**src/rtl/x_oserdes_tx_if.sv**
```systemverilog
// Parallel word handshake into the serializer: the source drives D/DVALID,
// and the serializer returns DREADY.
interface x_oserdes_tx_if #(
    parameter int DATA_WIDTH = 4
) ();
    logic [DATA_WIDTH-1:0] D;
    logic                  DVALID;
    logic                  DREADY;

    modport master (output D, output DVALID, input DREADY);
    modport slave  (input D, input DVALID, output DREADY);
endinterface

```
**src/rtl/x_oserdes_tx.sv**
```systemverilog
// Parallel-to-serial transmitter. A holding register sits in front of the
// shift register, so back-to-back words leave OQ with no gap bits.
module x_oserdes_tx #(
    parameter int    DATA_WIDTH = 4,
    parameter string MSB_FIRST  = "FALSE",
    parameter logic  SRVAL_OQ   = 1'b0
) (
    input  logic           CLK,
    input  logic           SR_N,
    input  logic           CE,
    x_oserdes_tx_if.slave  s_if,
    output logic           OQ,
    output logic           TQ,
    output logic           FRAME,
    output logic           UNDERRUN
);
    localparam int              CW       = (DATA_WIDTH > 2) ? $clog2(DATA_WIDTH) : 1;
    localparam logic [CW-1:0]   CNT_LAST = CW'(DATA_WIDTH - 1);
    localparam bit              SEND_MSB = (MSB_FIRST == "TRUE");

    localparam logic [0:0] ST_IDLE  = 1'b0;
    localparam logic [0:0] ST_SHIFT = 1'b1;

    if (DATA_WIDTH < 2 || DATA_WIDTH > 8) begin : g_bad_width
        $fatal(1, "x_oserdes_tx: DATA_WIDTH must be in 2..8");
    end

    logic [0:0]            r_state;
    logic [DATA_WIDTH-1:0] r_hold;
    logic                  r_hold_full;
    logic [DATA_WIDTH-1:0] r_shr;
    logic [CW-1:0]         r_cnt;
    logic                  r_oq;
    logic                  r_tq;
    logic                  r_frame;
    logic                  r_underrun;

    logic                  w_dready;
    logic                  w_accept;
    logic                  w_last_bit;
    logic                  w_load;
    logic [DATA_WIDTH-1:0] w_load_word;

    // The word is reordered once at load so the shifter always emits bit 0 next.
    for (genvar gi = 0; gi < DATA_WIDTH; gi++) begin : g_order
        assign w_load_word[gi] = SEND_MSB ? r_hold[DATA_WIDTH-1-gi] : r_hold[gi];
    end

    assign w_dready    = SR_N & CE & ~r_hold_full;
    assign w_accept    = s_if.DVALID & w_dready;
    assign w_last_bit  = (r_state == ST_SHIFT) && (r_cnt == CNT_LAST);
    assign w_load      = r_hold_full && ((r_state == ST_IDLE) || w_last_bit);
    assign s_if.DREADY = w_dready;

    // NOTE: every register here uses <= so all updates see pre-edge values; reset is synchronous to CLK.
    always_ff @(posedge CLK) begin
        if (!SR_N) begin
            r_state     <= ST_IDLE;
            r_hold      <= '0;
            r_hold_full <= 1'b0;
            r_shr       <= '0;
            r_cnt       <= '0;
            r_oq        <= SRVAL_OQ;
            r_tq        <= 1'b1;
            r_frame     <= 1'b0;
            r_underrun  <= 1'b0;
        end else if (CE) begin
            r_underrun <= 1'b0;
            if (w_accept) begin
                r_hold      <= s_if.D;
                r_hold_full <= 1'b1;
            end
            if (w_load) begin
                r_shr       <= {1'b0, w_load_word[DATA_WIDTH-1:1]};
                r_oq        <= w_load_word[0];
                r_cnt       <= '0;
                r_frame     <= 1'b1;
                r_tq        <= 1'b0;
                r_hold_full <= 1'b0;
                r_state     <= ST_SHIFT;
            end else if (r_state == ST_SHIFT) begin
                r_frame <= 1'b0;
                if (w_last_bit) begin
                    r_state    <= ST_IDLE;
                    r_oq       <= SRVAL_OQ;
                    r_tq       <= 1'b1;
                    r_underrun <= 1'b1;
                end else begin
                    r_shr <= {1'b0, r_shr[DATA_WIDTH-1:1]};
                    r_oq  <= r_shr[0];
                    r_cnt <= r_cnt + 1'b1;
                end
            end
        end
    end

    assign OQ       = r_oq;
    assign TQ       = r_tq;
    assign FRAME    = r_frame;
    assign UNDERRUN = r_underrun;
endmodule

```
**src/flat_wrapper.sv**
```systemverilog
// flat-port wrapper written by rule: the top's interface ports become plain ports
module x_oserdes_tx_flat 
#(
    parameter int    DATA_WIDTH = 4,
    parameter string MSB_FIRST  = "     ",
    parameter logic  SRVAL_OQ   = 1'b0
)
  (CLK, SR_N, CE, OQ, TQ, FRAME, UNDERRUN, s_if_D, s_if_DVALID, s_if_DREADY);
  x_oserdes_tx_if #(.DATA_WIDTH(DATA_WIDTH)) s_if_i ();
  input  logic CLK;
  input  logic SR_N;
  input  logic CE;
  output logic OQ;
  output logic TQ;
  output logic FRAME;
  output logic UNDERRUN;
  input wire logic [$bits(s_if_i.D)-1:0] s_if_D;
  input wire logic [$bits(s_if_i.DVALID)-1:0] s_if_DVALID;
  output wire logic [$bits(s_if_i.DREADY)-1:0] s_if_DREADY;
  assign s_if_i.D = s_if_D;
  assign s_if_i.DVALID = s_if_DVALID;
  assign s_if_DREADY = s_if_i.DREADY;
  x_oserdes_tx #(.DATA_WIDTH(DATA_WIDTH), .MSB_FIRST(MSB_FIRST), .SRVAL_OQ(SRVAL_OQ)) u_core (.CLK(CLK), .SR_N(SR_N), .CE(CE), .s_if(s_if_i), .OQ(OQ), .TQ(TQ), .FRAME(FRAME), .UNDERRUN(UNDERRUN));
endmodule
```
**config.mk**
```make
export PLATFORM = sky130hd
export DESIGN_NAME = x_oserdes_tx_flat
export DESIGN_NICKNAME = d
export VERILOG_FILES = /design/src/rtl/x_oserdes_tx_if.sv /design/src/rtl/x_oserdes_tx.sv /design/src/flat_wrapper.sv
export SDC_FILE = /design/constraint.sdc
export NUM_CORES = 1
export LEC_CHECK = 0
export ABC_AREA = 1
export BUFFER_PORTS_ARGS = -buffer_cell sky130_fd_sc_hd__buf_2
export CORE_AREA = 2 2 39 41
export CTS_BUF_LIST = sky130_fd_sc_hd__clkbuf_16
export CTS_CLUSTER_DIAMETER = 200
export DETAILED_ROUTE_END_ITERATION = 16
export DIE_AREA = 0 0 41 43
export HOLD_SLACK_MARGIN = 0.15
export PLACE_DENSITY = 0.8
export SKIP_LAST_GASP = 1
export SLEW_MARGIN = 20
export SYNTH_ARGS = -nofsm -noshare
export SYNTH_HDL_FRONTEND = slang
export SYNTH_SLANG_ARGS = --single-unit
```
**constraint.sdc**
```tcl
create_clock -name CLK -period 2.2 [get_ports CLK]
set_input_delay 0.55 -clock CLK [delete_from_list [all_inputs] [get_ports CLK]]
set_output_delay 0.55 -clock CLK [all_outputs]
set_load 0.02 [all_outputs]
```
==> run summary <==
Average cell area after synthesis: 7.22 um^2
Final WL: 1270 um
Final min period: 1.66 ns
Fin. max-slew vios: 0
Core area: 0.00138 mm^2
First-pass GRT wire length: 2130 um
All-Layer GR Usage: 18.5%
Post-DR wirelength/cell: 10.3 um
Die area: 0.00176 mm^2
Vias per inst: 4.92
1st-pass router iterations: 4
Setup Fix Bufs, Post-CTS: 0
Area after DPL: 727 um^2
Layout cells sized above 1: 17.8%
Vias in the first global route: 496
Site row count: 14
Ys Warns: 0
H-Tree Depth: 1
Syn_nets: 102
# DRC: 0
Final worst slack: 0.540 ns
Total negative slack: 0 ns
#FFs+latches synth: 15
Crit path DAT: 1.11 ns
Post-cts repair resize count: 0
CP max stage cell: buf_2
Initial detailed-routing violation count: 10
CP endpoint kind: primary output
RSZ-0062 raised after global routing: no
Hold_buf cts: 0
Antenna violations before repair: 0
Slew HR: 75.9%
Root buffer cell: clkbuf_16
Least-Margin Pin Slew: 0.360 ns
Hpwl dp: 919 um
Hold Path Class: register to register
Post-Syn Area: 672 um^2
Setup WS pre-CTS: 0.529 ns
Cell mode on critical path: buf_2
Chip Width: 41 um
PwrDens: 859 mW/mm^2
TritonCTS buffer count: 3
Post-synthesis instance total: 93
CTS tree: built
Max stage delay on crit path: 0.18 ns
Dpl cells: 119
GP Congestion: 0.774
Area Overhead vs Synth: 19.9%
Layout Cells excl Fill: 123
Io pins: 13
Port bufs: 12
Final setup fails: 0
Seq/Total Area, Yosys: 44.7%
GRT overflow: 0
CP Max Fanout: 9
Largest net degree at the start of global routing: 10
Worst Setup Path Type: primary input to primary output
Outcome: completed
Worst Setup Start Kind: primary input
Worst-path cell chain: buf_2 > nand2_2 > nor2_4 > buf_2
Post-route cell area: 806 um^2
Max_cap viols: 0
Clk_lat worst skew: 0.24 ns
Worst Path Required: 1.65 ns
Vias post-DR: 605
Leakage power: 0.373 nW
Ant diodes: 0
Period utilisation layout: 75.5%
Fin. Hold Viols: 0
Starting Density: 48.6%
Distinct cells, synth: 16
Crit path max-delay family: buffers and inverters
Die Y: 43 um
Routed Antenna Nets: 0
Peak Freq: 602 MHz
Worst-path clk slew: 0.05 ns
Setup Skew: 0.00242 ns
Maximum VDD drop: 0.000707 V
Final net count: 117
Worst path bufs/invs: 2
Tot Pwr: 0.692 mW
Max Buffers Root-to-Sink: 2
Clk sinks: 15
## cell families after synthesis
| kind of cell | share of synthesized area [%] |
|---|---|
| DFF | 44.7 |
| and+or+nand+nor | 30.2 |
| AOI/OAI and AO/OA | 12.7 |
| adders and majority gates | 1.86 |
| buffers and inverters | 10.6 |
## worst paths after layout
| check | depth (start not counted) | start | endpoint | slack [ns] |
|---|---|---|---|---|
| setup / recovery | 4 | SR_N | s_if_DREADY | 0.54 |
| hold / removal | 2 | u_core.UNDERRUN | u_core.UNDERRUN | 0.46 |
| setup reg to reg | 7 | u_core.r_cnt[0] | u_core.r_cnt[1] | 0.94 |
| hold reg to reg | 2 | u_core.UNDERRUN | u_core.UNDERRUN | 0.46 |
## stage by stage
stage          utilization [%]  hold WS, ns
5_1_grt                   58.2        0.483
2_1_floorplan                -        0.428
3_5_place_dp              52.5        0.457
3_3_place_gp              52.5        0.448
4_1_cts                   58.2        0.463
6_report                  58.2        0.462
## where the power goes
group	switching, mW	internal (mW)
logic	0.0361	0.0197
clock network	0.106	0.240
registers	0.00742	0.282
total	0.150	0.542
## synth_stat cells
library cell	n	area (um^2)
dfxtp_1	15	300
nand4_1	1	6.26
ha_1	1	12.5
buf_6	1	11.3
nor2_1	11	41.3
nand2_4	1	11.3
nand2_1	27	101
nand2_2	1	6.26
clkbuf_8	1	13.8
inv_1	10	37.5
o21ai_1	1	5.00
a21oi_1	11	55.1
o21ai_0	5	25.0
nand3_1	5	25.0
nor2_4	1	11.3
clkinv_4	1	8.76
## area by class of cell
type / instances / area (um^2)
clock buffers: 3 / 75.1
repair buffers: 12 / 60.1
flip-flops and latches: 15 / 300
inverters: 11 / 46.3
well taps: 16 / 20.0
fillers: 125 / 578
clock inverters: 1 / 3.75
multi-input cells: 65 / 300
## cells in the final DEF (no fill, tap or decap)
master	netlist	final
nor2_1	11	11
a21oi_1	11	11
ha_1	1	1
nand4_1	1	1
buf_2	0	12
inv_1	10	11
dfxtp_1	15	15
o21ai_0	5	5
nand2_4	1	1
nor2_4	1	1
nand2_2	1	1
nand3_1	5	5
nand2_1	27	27
clkinv_4	1	1
clkbuf_16	0	3
o21ai_1	1	1
## tightest hold or removal path, cell delays in order (launching register included)
cell and delay [ns]:
dfxtp_1 0.30, nand2_1 0.06, a21oi_1 0.06
## state kept, by name, indices dropped and copies added, names as in the netlist
signal	cells
u_core.OQ	1
u_core.FRAME	1
u_core.TQ	1
u_core.r_hold_full	1
u_core.r_shr	3
u_core.r_state	1
u_core.r_hold	4
u_core.UNDERRUN	1
u_core.r_cnt	2
## per-layer routing
layer	track usage [%]	wire length [um]	up-vias
li1	-	-	321
met1	23.1	589	262
met2	25.9	582	18
met3	6.28	66	4
met4	12.0	29	0
met5	0	0	-
Power figures use the tool's default switching activity.
